`src/rtl/mem_pkg.sv`:
```
// Shared types and constants for the MEM-stage access / MEM-WB register slice.
package mem_pkg;

  typedef enum logic {
    IDLE = 1'b0,
    BUSY = 1'b1
  } state_t;

  typedef enum logic [1:0] {
    SEL_ALU   = 2'd0,
    SEL_RDATA = 2'd1,
    SEL_ERR   = 2'd2
  } wb_sel_t;

  localparam logic [31:0] ERR_DATA_DEFAULT = 32'h0;

  function automatic int unsigned clog2(input int unsigned v);
    int unsigned r;
    int unsigned x;
    r = 0;
    x = v - 1;
    while (x > 0) begin
      r++;
      x = x >> 1;
    end
    return r;
  endfunction

endpackage

```
`src/rtl/mem_access_wb_if.sv`:
```
// Data-memory req/ack bus between the MEM stage and the memory.
interface mem_access_wb_if;
  logic        mem_req;
  logic        mem_we;
  logic [31:0] mem_addr;
  logic [31:0] mem_wdata;
  logic        mem_ack;
  logic [31:0] mem_rdata;

  modport master (
    output mem_req, mem_we, mem_addr, mem_wdata,
    input  mem_ack, mem_rdata
  );

  modport slave (
    input  mem_req, mem_we, mem_addr, mem_wdata,
    output mem_ack, mem_rdata
  );
endinterface

```
`src/rtl/mem_wb_reg.sv`:
```
// MEM/WB pipeline register: write enable always updated (bubble forces 0),
// data and destination loaded only when en is set.
module mem_wb_reg
  import mem_pkg::*;
#(
  parameter logic [31:0] ERR_DATA = ERR_DATA_DEFAULT
) (
  input  logic        clk,
  input  logic        rst,
  input  logic        en,
  input  logic        bubble,
  input  logic        wreg,
  input  wb_sel_t     sel,
  input  logic [31:0] alu_data,
  input  logic [31:0] rd_data,
  input  logic [31:0] reg_addr,
  output logic        WB_WREG,
  output logic [31:0] WB_DATA,
  output logic [31:0] WB_REG_ADDR
);

  logic [31:0] data_mux;

  always_comb begin
    data_mux = alu_data;
    case (sel)
      SEL_RDATA: data_mux = rd_data;
      SEL_ERR:   data_mux = ERR_DATA;
      default:   data_mux = alu_data;
    endcase
  end

  always_ff @(posedge clk or posedge rst) begin
    if (rst) begin
      WB_WREG     <= 1'b0;
      WB_DATA     <= '0;
      WB_REG_ADDR <= '0;
    end else begin
      WB_WREG <= bubble ? 1'b0 : wreg;
      if (en) begin
        WB_DATA     <= data_mux;
        WB_REG_ADDR <= reg_addr;
      end
    end
  end

endmodule

```
`src/rtl/mem_access_wb.sv`:
```
// MEM stage: runs data-memory accesses over req/ack, stalls upstream while
// an access is outstanding, and feeds the MEM/WB register.
module mem_access_wb
  import mem_pkg::*;
#(
  parameter int unsigned TIMEOUT  = 16,
  parameter logic [31:0] ERR_DATA = ERR_DATA_DEFAULT
) (
  input  logic            clk,
  input  logic            rst,
  input  logic            MWREG,
  input  logic            MM2REG,
  input  logic            MWMEM,
  input  logic [31:0]     DATA_MEM_A,
  input  logic [31:0]     DATA_MEM_WD,
  input  logic [31:0]     MEM_REG_ADDR,
  mem_access_wb_if.master mem,
  output logic            mem_stall,
  output logic            WB_WREG,
  output logic [31:0]     WB_DATA,
  output logic [31:0]     WB_REG_ADDR,
  output logic            bus_err
);

  localparam int unsigned CW = clog2(TIMEOUT);

  state_t        state, state_nx;
  logic [CW-1:0] cnt;
  logic          memop, misalign, timeout_hit;
  logic          issue, finish, err_set;
  logic          wb_en, wb_bubble;
  wb_sel_t       wb_sel;

  assign memop       = MM2REG | MWMEM;
  assign misalign    = memop & (DATA_MEM_A[1:0] != 2'b00);
  assign timeout_hit = (cnt == CW'(TIMEOUT - 1));

  always_comb begin
    state_nx  = state;
    mem_stall = 1'b0;
    issue     = 1'b0;
    finish    = 1'b0;
    err_set   = 1'b0;
    wb_en     = 1'b0;
    wb_bubble = 1'b1;
    wb_sel    = SEL_ALU;
    case (state)
      IDLE: begin
        if (!memop) begin
          wb_en     = 1'b1;
          wb_bubble = 1'b0;
        end else if (misalign) begin
          err_set = 1'b1;
        end else begin
          mem_stall = 1'b1;
          issue     = 1'b1;
          state_nx  = BUSY;
        end
      end
      BUSY: begin
        mem_stall = !(mem.mem_ack | timeout_hit);
        // Ack wins over a coincident timeout; stores never write back.
        if (mem.mem_ack | timeout_hit) begin
          finish    = 1'b1;
          state_nx  = IDLE;
          wb_en     = 1'b1;
          wb_bubble = MWMEM;
          wb_sel    = mem.mem_ack ? SEL_RDATA : SEL_ERR;
          err_set   = !mem.mem_ack;
        end
      end
      default: state_nx = IDLE;
    endcase
  end

  always_ff @(posedge clk or posedge rst) begin
    if (rst) begin
      state         <= IDLE;
      cnt           <= '0;
      mem.mem_req   <= 1'b0;
      mem.mem_we    <= 1'b0;
      mem.mem_addr  <= '0;
      mem.mem_wdata <= '0;
      bus_err       <= 1'b0;
    end else begin
      state <= state_nx;
      if (issue) begin
        cnt           <= '0;
        mem.mem_req   <= 1'b1;
        mem.mem_we    <= MWMEM;
        mem.mem_addr  <= DATA_MEM_A;
        mem.mem_wdata <= DATA_MEM_WD;
      end else if (state == BUSY) begin
        cnt <= cnt + CW'(1);
        if (finish) mem.mem_req <= 1'b0;
      end
      if (err_set) bus_err <= 1'b1;
    end
  end

  mem_wb_reg #(.ERR_DATA(ERR_DATA)) u_wb (
    .clk        (clk),
    .rst        (rst),
    .en         (wb_en),
    .bubble     (wb_bubble),
    .wreg       (MWREG),
    .sel        (wb_sel),
    .alu_data   (DATA_MEM_A),
    .rd_data    (mem.mem_rdata),
    .reg_addr   (MEM_REG_ADDR),
    .WB_WREG    (WB_WREG),
    .WB_DATA    (WB_DATA),
    .WB_REG_ADDR(WB_REG_ADDR)
  );

endmodule

```
`src/flat_wrapper.sv`:
```
// flat-port wrapper written by rule: the top's interface ports become plain ports
module mem_access_wb_flat import mem_pkg::*;
#(
  parameter int unsigned TIMEOUT  = 16,
  parameter logic [31:0] ERR_DATA = ERR_DATA_DEFAULT
)
  (clk, rst, MWREG, MM2REG, MWMEM, DATA_MEM_A, DATA_MEM_WD, MEM_REG_ADDR, mem_stall, WB_WREG, WB_DATA, WB_REG_ADDR, bus_err, mem_mem_req, mem_mem_we, mem_mem_addr, mem_mem_wdata, mem_mem_ack, mem_mem_rdata);
  mem_access_wb_if mem_i ();
  input  logic clk;
  input  logic rst;
  input  logic MWREG;
  input  logic MM2REG;
  input  logic MWMEM;
  input  logic [31:0] DATA_MEM_A;
  input  logic [31:0] DATA_MEM_WD;
  input  logic [31:0] MEM_REG_ADDR;
  output logic mem_stall;
  output logic WB_WREG;
  output logic [31:0] WB_DATA;
  output logic [31:0] WB_REG_ADDR;
  output logic bus_err;
  output wire logic [$bits(mem_i.mem_req)-1:0] mem_mem_req;
  output wire logic [$bits(mem_i.mem_we)-1:0] mem_mem_we;
  output wire logic [$bits(mem_i.mem_addr)-1:0] mem_mem_addr;
  output wire logic [$bits(mem_i.mem_wdata)-1:0] mem_mem_wdata;
  input wire logic [$bits(mem_i.mem_ack)-1:0] mem_mem_ack;
  input wire logic [$bits(mem_i.mem_rdata)-1:0] mem_mem_rdata;
  assign mem_mem_req = mem_i.mem_req;
  assign mem_mem_we = mem_i.mem_we;
  assign mem_mem_addr = mem_i.mem_addr;
  assign mem_mem_wdata = mem_i.mem_wdata;
  assign mem_i.mem_ack = mem_mem_ack;
  assign mem_i.mem_rdata = mem_mem_rdata;
  mem_access_wb #(.TIMEOUT(TIMEOUT), .ERR_DATA(ERR_DATA)) u_core (.clk(clk), .rst(rst), .MWREG(MWREG), .MM2REG(MM2REG), .MWMEM(MWMEM), .DATA_MEM_A(DATA_MEM_A), .DATA_MEM_WD(DATA_MEM_WD), .MEM_REG_ADDR(MEM_REG_ADDR), .mem(mem_i), .mem_stall(mem_stall), .WB_WREG(WB_WREG), .WB_DATA(WB_DATA), .WB_REG_ADDR(WB_REG_ADDR), .bus_err(bus_err));
endmodule
```
`config.mk`:
```
export PLATFORM = sky130hd
export DESIGN_NAME = mem_access_wb_flat
export DESIGN_NICKNAME = d
export VERILOG_FILES = /design/src/rtl/mem_pkg.sv /design/src/rtl/mem_access_wb_if.sv /design/src/rtl/mem_wb_reg.sv /design/src/rtl/mem_access_wb.sv /design/src/flat_wrapper.sv
export SDC_FILE = /design/constraint.sdc
export NUM_CORES = 1
export LEC_CHECK = 0
export CORE_MARGIN = 1.5
export CORE_UTILIZATION = 30
export DETAILED_ROUTE_END_ITERATION = 7
export HOLD_SLACK_MARGIN = 0.05
export SLEW_MARGIN = 25
export SYNTH_ARGS = -nofsm -noshare
export SYNTH_HDL_FRONTEND = slang
export SYNTH_SLANG_ARGS = --single-unit
```
`constraint.sdc`:
```
create_clock -name clk -period 5.5 [get_ports clk]
set_input_delay 0.55 -clock clk [delete_from_list [all_inputs] [get_ports clk]]
set_output_delay 0.55 -clock clk [all_outputs]
set_load 0.05 [all_outputs]
```
After elaboration in Yosys (flattened, before gate mapping)
Cells that the tools add are included.
- bits in writable memories: 0
- latch bits: 0
- bits of input ports: 134
- register bits after elaboration: 137
- memories kept: 0
- ROM bits: 0
- output and inout port bits: 133
- shifts and indexed selects: 0
- magnitude comparators: 0
- equality and inequality tests: 3
- div/mod/pow operators: 0
- multipliers: 0
- bitwise logic cells: 4
- add/sub/neg operators: 1
- muxes and demuxes: 27
- reductions and logical operators: 6
- operator list (cell ; number):
    32-bit one-hot mux with 2 select lines ; 1
    1-bit two-way mux ; 16
    1-bit one-hot mux with 2 select lines ; 5
    4-bit two-way mux ; 2
    2-bit two-way mux ; 3
    2-bit nonzero test ; 3
    4-bit by 1-bit adder with 4-bit output (second input constant) ; 1
    4-bit == test (second input constant) ; 1
    2-bit by 1-bit == test with 1-bit output (second input constant) ; 1
    2-bit == test (second input constant) ; 1
    1-bit zero test ; 2
    1-bit OR ; 2
    2-bit AND reduction ; 1
    1-bit bitwise AND ; 1
    1-bit inverter ; 1

Depth between registers and ports, before layout
Gate-level depths: netlist of the first run.
- depth after elaboration: 7
- depth in mapped cells: 6
- mapped depth without buffers: 4

Hierarchy
Synthesis of the first run repeated with hierarchy kept, for this count alone.
- cells, all modules: 428
- area, all modules: 5606.6 um2
- by module, submodules not included (module ; instances ; cells an instance ; area each (um2) ; seq. area each (um2)):
    mem_wb_reg ; 1 ; 250 ; 2839.0 ; 1626.6
    mem_access_wb ; 1 ; 178 ; 2767.7 ; 1801.7

Worst setup path before layout of the first run
Ideal clock, no wire load.
- path kind: reg2out
- start: reg u_core.cnt[0]
- end: out mem_stall
- setup slack: 2925 ps
- cell stages (with the launch flop): 6
- arrival: 2025 ps
- required time: 4950 ps
- path through: dfrtp_1 ha_1 a31o_2 clkbuf_1 clkbuf_1 a21oi_1
- longest elaborated chain between the ends: 4
- RTL lines (item ; line ; source):
    start, declared ; mem_access_wb.sv:28 ; logic [CW-1:0] cnt;
    start signal, assigned ; mem_access_wb.sv:94 ; cnt <= cnt + CW'(1);
    4-bit == test ; mem_access_wb.sv:36 ; assign timeout_hit = (cnt == CW'(TIMEOUT - 1));
    1-bit OR ; mem_access_wb.sv:61 ; mem_stall = !(mem.mem_ack | timeout_hit);
    1-bit zero test ; mem_access_wb.sv:61 ;
    1-bit one-hot mux with 2 select lines ; mem_access_wb.sv:47 ; case (state)
    end, declared ; flat_wrapper.sv:17 ; output logic mem_stall;
Every way passes these cells.

Worst setup path in the final report of the first run
- start: in mem_mem_ack
- end: out mem_stall
- longest elaborated chain between the ends: 3
- RTL lines (item ; line ; source):
    start, declared ; flat_wrapper.sv:26 ; input wire logic [$bits(mem_i.mem_ack)-1:0] mem_mem_ack;
    1-bit OR ; mem_access_wb.sv:61 ;
    1-bit zero test ; mem_access_wb.sv:61 ;
    1-bit one-hot mux with 2 select lines ; mem_access_wb.sv:47 ;
Every way passes these cells.

==> flow_summary.toml, run 1 <==
[die]
start_util = 0.308
chipWidth_um = 140
io_pins = 267
dieArea_mm2 = 0.0195
die_h_um = 140
core_mm2 = 0.0181
rows = 49

[synthesis]
synthTopCellsByArea = "dfrtp_1 61%, mux2_2 14%, mux2_4 7.0%"
yosysMostFrequentCell = "dfrtp_1"
synth-edff-count = 0
ys_ff_latch = 137
synth_fp_nets = 534
syn-instance-count = 399
synth_area_per_cell_um2 = 14.0
ys.flop_type = "dfrtp_1"
async_flop_share = 1.00
synth.distinct_cells = 30
synth.largest_area_cell = "dfrtp_1"
yosys-top-cells-count = "137 x dfrtp_1, 70 x mux2_2, 31 x nor3_1"
synth_top_area_frac = 0.613
netlist_area_mm2 = 0.00560
ys.warnings.count = 0
ys_seq_area_frac = 0.613

[drt]
totalWireLength_mm = 16.6
via_per_inst = 4.84
drtIter0Drc = 181
wl_per_cell_um = 18.4
antenna_left = 0
first_pass_iters = 7
routed-via-count = 4371
drc_errors = 17

[setup_path]
rrSetupSlack_ps = 3080
worstPathArrival_ps = 2770
worstReg2RegStart = "u_core.state$_DFF_PP0_"
path_class = "in -> out"
cp-start-kind = "input pin"
cp_max_fo = 34
rr_endpoint = "u_core.mem.mem_wdata[22]$_DFFE_PP0P_"
cp-startpoint = "mem_mem_ack"
crit_path_end = "mem_stall"
r2r_cells = 5
endpoint_kind = "output port"
cp.required_ps = 4950

[power]
peakVddDrop_v = 0.000326
power.leakage_uw = 0.00372
powerDensity_mw_per_mm2 = 694
power.total_uw = 6290

[worst_hold_path]
hold_class = "reg -> reg"
hp-start = "u_core.mem.mem_addr[0]$_DFFE_PP0P_"

[cells_and_area]
final_cells = 904
drive_gt1_frac = 0.211
nets = 796
area_growth_pct = 62.0
fillerInstances = 1584

[timing]
worst_pin_slew_ps = 910
rsz0062_at_grt = "false"
period_minus_slack_ps = 3320
tns_ps = 0
finalSetupViolCount = 0
slew_viol_final = 0
fmax_mhz = 301
slew_headroom = 0.393
fin_crit_sh = 0.604
fin_skew_ps = 9.15
finalHoldViolCount = 0

[place]
dp_cells = 870
dp_hpwl_mm = 11.3
gp_congestion = 0.757
io_buffers = 266

[clock_tree]
cts_tree = "built"
cts-root-buf = "clkbuf_16"
htreeDepth = 4
post_cts_buffers = 0
cts_buffer_depth = 2
path_clk_slew_ps = 60
cts_sinks = 137
cts.hold.buffers_added = 0
cts_resized = 0
cts_inserted_buffers = 17
clock_latency_ps = 420

[run_status]
violations = "DRC"
status = "complete, but fails checks"

[job]
drv_cap = 0

[global_routing]
antenna_found_initial = 1
grt_first_pass_wirelength_mm = 26.3
grt.total_usage = 0.175
grt_pass1_vias = 4891
grt_max_degree = 100
gr-total-overflow = 0
-- layout by cell type (no fill, tap or decap), drive strengths merged --
master,n
and2,3
ha,1
buf,8
o21bai,1
a32oi,2
clkinvlp,1
a21bo,1
mux2,96
nand3,1
o22ai,30
o311ai,2
o31a,1
or3,3
nand2,7
clkinv,9
o21ai,3
a21oi,3
clkdlybuf4s50,266
xnor2,1
o21a,1
nor2,5
a31o,1
nor3,31
dfrtp,137
inv,3
bufinv,2
nand4,2
a2111oi,1
clkbuf,20
a211oi,30
diode,1
nand3b,2
-- registers in the layout (all words and copies together) (netlist names) --
signal and count:
u_core.bus_err 1, u_core.state 1, u_core.mem.mem_wdata 32, u_core.u_wb.WB_REG_ADDR 32, u_core.u_wb.WB_DATA 32, u_core.mem.mem_addr 32, u_core.cnt 4, u_core.u_wb.WB_WREG 1
u_core.mem.mem_req 1, u_core.mem.mem_we 1
-- routing by layer --
layer  global-route usage  part of all wire  wire (um)  up-vias
met5                    0                 0          0        -
met4               0.0532             0.014        237        0
met3               0.0785             0.094       1560       22
met2                0.306              0.51       8470      166
met1                0.190              0.38       6330     2182
li1                     -                 -          -     2001
-- worst max-delay path, cell delays in order --
cell and delay [ps]:
clkdlybuf4s50_1 590, a31o_2 660, a21oi_1 200, clkdlybuf4s50_1 780
-- per-stage QoR --
step	util	setup slack, ps	instance area [um2]	hold slack [ps]
after detailed placement	0.466	2170	8460	478
after floorplan	-	1280	5600	496
after CTS	0.498	2160	9040	499
after global routing	0.500	2030	9060	506
final	0.500	2180	9060	492
after global placement	0.466	2170	8460	470
-- cell type report --
cell class | count | area [um2] | area share
repair buffers | 274 | 2740 | 0.302
clock inverters | 12 | 124 | 0.0137
clock buffers | 20 | 457 | 0.0504
diodes | 1 | 2.50 | 0.000276
multi-input cells | 228 | 2020 | 0.222
flip-flops and latches | 137 | 3430 | 0.378
well taps | 229 | 287 | 0.0316
inverters | 3 | 16.3 | 0.00179
-- worst min-delay path by stage --
stage                                          to  cells past startpoint  slack, ps
2_1_floorplan           u_core.cnt[3]$_DFFE_PP0P_                      1        500
3_3_place_gp           u_core.bus_err$_DFFE_PP0P_                      1        470
3_5_place_dp   u_core.mem.mem_addr[0]$_DFFE_PP0P_                      1        480
4_1_cts        u_core.mem.mem_addr[0]$_DFFE_PP0P_                      1        500
5_1_grt            u_core.mem.mem_req$_DFFE_PP0P_                      1        510
6_report       u_core.mem.mem_addr[0]$_DFFE_PP0P_                      1        490
-- kinds of logic after synthesis --
logic type	after synthesis	share of synthesized area
flip-flops	137	0.613
multiplexers	96	0.211
AO/OA/AOI/OAI	76	0.0952
AND/OR/NAND/NOR	54	0.0483
buffers and inverters	34	0.0295
XOR/XNOR	1	0.00157
adder cells (fa/ha/maj)	1	0.00224
-- where the power goes --
part	total, uW	switching, uW	internal (uW)
Combinational	3440	2180	1260
Clock	1130	439	689
Sequential	1720	254	1470
Total	6290	2880	3410
Power figures use the tool's default switching activity.
==> run 2, diff against run 1 <==
==> constraint.sdc (replaced) <==
create_clock -name clk -period 3.1 [get_ports clk]
set_input_delay 0.31 -clock clk [delete_from_list [all_inputs] [get_ports clk]]
set_output_delay 0.31 -clock clk [all_outputs]
set_load 0.05 [all_outputs]
==> run 2 against run 1 <==
Effect of this change: largest power group unchanged; the flow still finishes with violations (DRC); final area increased by 1.1%; critical endpoint unchanged; non-clock buffer count is 5 higher; global-route usage down 0.24 points.
==> flow_summary.toml, run 2 (synthesis gave the netlist of run 1 again) <==
[global_routing]
grt_first_pass_wirelength_mm = 26.1
antenna_found_initial = 1
grt_max_degree = 74
grt_pass1_vias = 4661
gr-total-overflow = 0
grt.total_usage = 0.173

[die]
rows = 49
die_h_um = 140
chipWidth_um = 140
start_util = 0.308
io_pins = 267
dieArea_mm2 = 0.0195
core_mm2 = 0.0181

[setup_path]
endpoint_kind = "output port"
crit_family = "compound AO/OA/AOI/OAI gates"
cp-start-kind = "register"
path_class = "reg -> out"
path_buf_inv = 1
worstPathArrival_ps = 1990
cp_max_fo = 17
cp_cell_sequence = "ha_1, a31o_2, a21oi_1, buf_12"
crit_path_max_incr_delay_ps = 400
slowest_stage = "dfrtp_1"
cp.required_ps = 2790

[cells_and_area]
nets = 801
layout_common_cells = "265 x clkdlybuf4s50_1, 137 x dfrtp_1, 70 x mux2_2"
mostFrequentLayoutCell = "clkdlybuf4s50_1"
drive_gt1_frac = 0.214
fillerInstances = 1564
final_cells = 908
area_growth_pct = 63.7
diodes = 0

[drt]
drc_errors = 16
routed-via-count = 4406
via_per_inst = 4.85
wl_per_cell_um = 18.2
first_pass_iters = 6
totalWireLength_mm = 16.5
antenna_left = 0
drtIter0Drc = 142

[timing]
rsz0062_at_grt = "false"
fin_skew_ps = 9.27
slew_viol_final = 0
fin_crit_sh = 0.743
finalHoldViolCount = 0
worst_hold_slack_ps = 384
worst_pin_slew_ps = 748
fmax_mhz = 434
finalSetupViolCount = 0
slew_headroom = 0.500
tns_ps = 0
period_minus_slack_ps = 2300

[clock_tree]
cts.hold.buffers_added = 0
clock_latency_ps = 420
cts_inserted_buffers = 17
cts_resized = 0
post_cts_buffers = 0
htreeDepth = 4
path_clk_slew_ps = 60
cts_sinks = 137
cts_tree = "built"
cts-root-buf = "clkbuf_16"
cts_buffer_depth = 2

[power]
power.leakage_uw = 0.00376
power.switching_uw = 5100
p_int_uw = 6230
p_sw_frac = 0.450
powerDensity_mw_per_mm2 = 1240
peakVddDrop_v = 0.000580
combPwrFrac = 0.541
clkPwrFrac = 0.189
seqPwrFrac = 0.270

[place]
gp_congestion = 0.731
dp_hpwl_mm = 11.8
io_buffers = 266
dp_cells = 876

[run_status]
violations = "DRC"
status = "complete, but fails checks"

[worst_hold_path]
hold_class = "in -> async"

[job]
drv_cap = 0
run 2: path summary, 6_finish.rpt:
kind / startpoint / cells after the start / slack [ps] / end
setup / recovery: u_core.cnt[0]$_DFFE_PP0P_ / 4 / 800 / mem_stall
hold / removal: rst / 2 / 380 / u_core.u_wb.WB_REG_ADDR[31]$_DFFE_PP0P_
setup reg to reg: u_core.cnt[0]$_DFFE_PP0P_ / 5 / 1010 / u_core.u_wb.WB_REG_ADDR[15]$_DFFE_PP0P_
hold reg to reg: u_core.bus_err$_DFFE_PP0P_ / 1 / 480 / u_core.bus_err$_DFFE_PP0P_
max in group asynchronous: rst / 3 / 1840 / u_core.mem.mem_wdata[17]$_DFFE_PP0P_
min in group clk: MWREG / 3 / 440 / u_core.u_wb.WB_WREG$_DFF_PP0_
run 2: metrics by stage:
step / worst slack, ps / total power (uW) / utilization / area [um2]
2_1_floorplan: 765 / 7030 / - / 5600
3_3_place_gp: 723 / 9160 / 0.471 / 8540
3_5_place_dp: 690 / 9240 / 0.471 / 8540
4_1_cts: 733 / 11500 / 0.505 / 9160
5_1_grt: 673 / 11800 / 0.505 / 9160
6_report: 796 / 11300 / 0.505 / 9160
run 2: area by class of cell:
type                            count  area (um2)  share of cell area
Timing Repair Buffer              279        2800               0.305
Sequential cell                   137        3430               0.374
Multi-Input combinational cell    228        2020               0.220
Inverter                            3        15.0             0.00164
Tap cell                          229         287              0.0313
Clock inverter                     10         166              0.0182
Clock buffer                       22         454              0.0496
run 2: worst register-to-register path, delay by kind of cell (launching register included):
kind,cells,cell delay [ps]
AO/OA/AOI/OAI,2,590
adder cells (fa/ha/maj),1,230
buffers and inverters,1,360
flip-flops,1,380
multiplexers,1,410
run 2: layer usage:
layer / part of all wire / global-route usage / up-vias
li1: - / - / 2025
met1: 0.40 / 0.204 / 2187
met2: 0.49 / 0.283 / 177
met3: 0.096 / 0.0788 / 15
met4: 0.010 / 0.0510 / 2
met5: 0.00079 / 0 / -
run 2: power groups by stage:
stage          combinational (uW)  clock (uW)  sequential, uW
2_1_floorplan                1210           0            5820
3_3_place_gp                 6120           0            3040
3_5_place_dp                 6170           0            3070
4_1_cts                      6190        2200            3060
5_1_grt                      6370        2280            3160
6_report                     6130        2140            3050
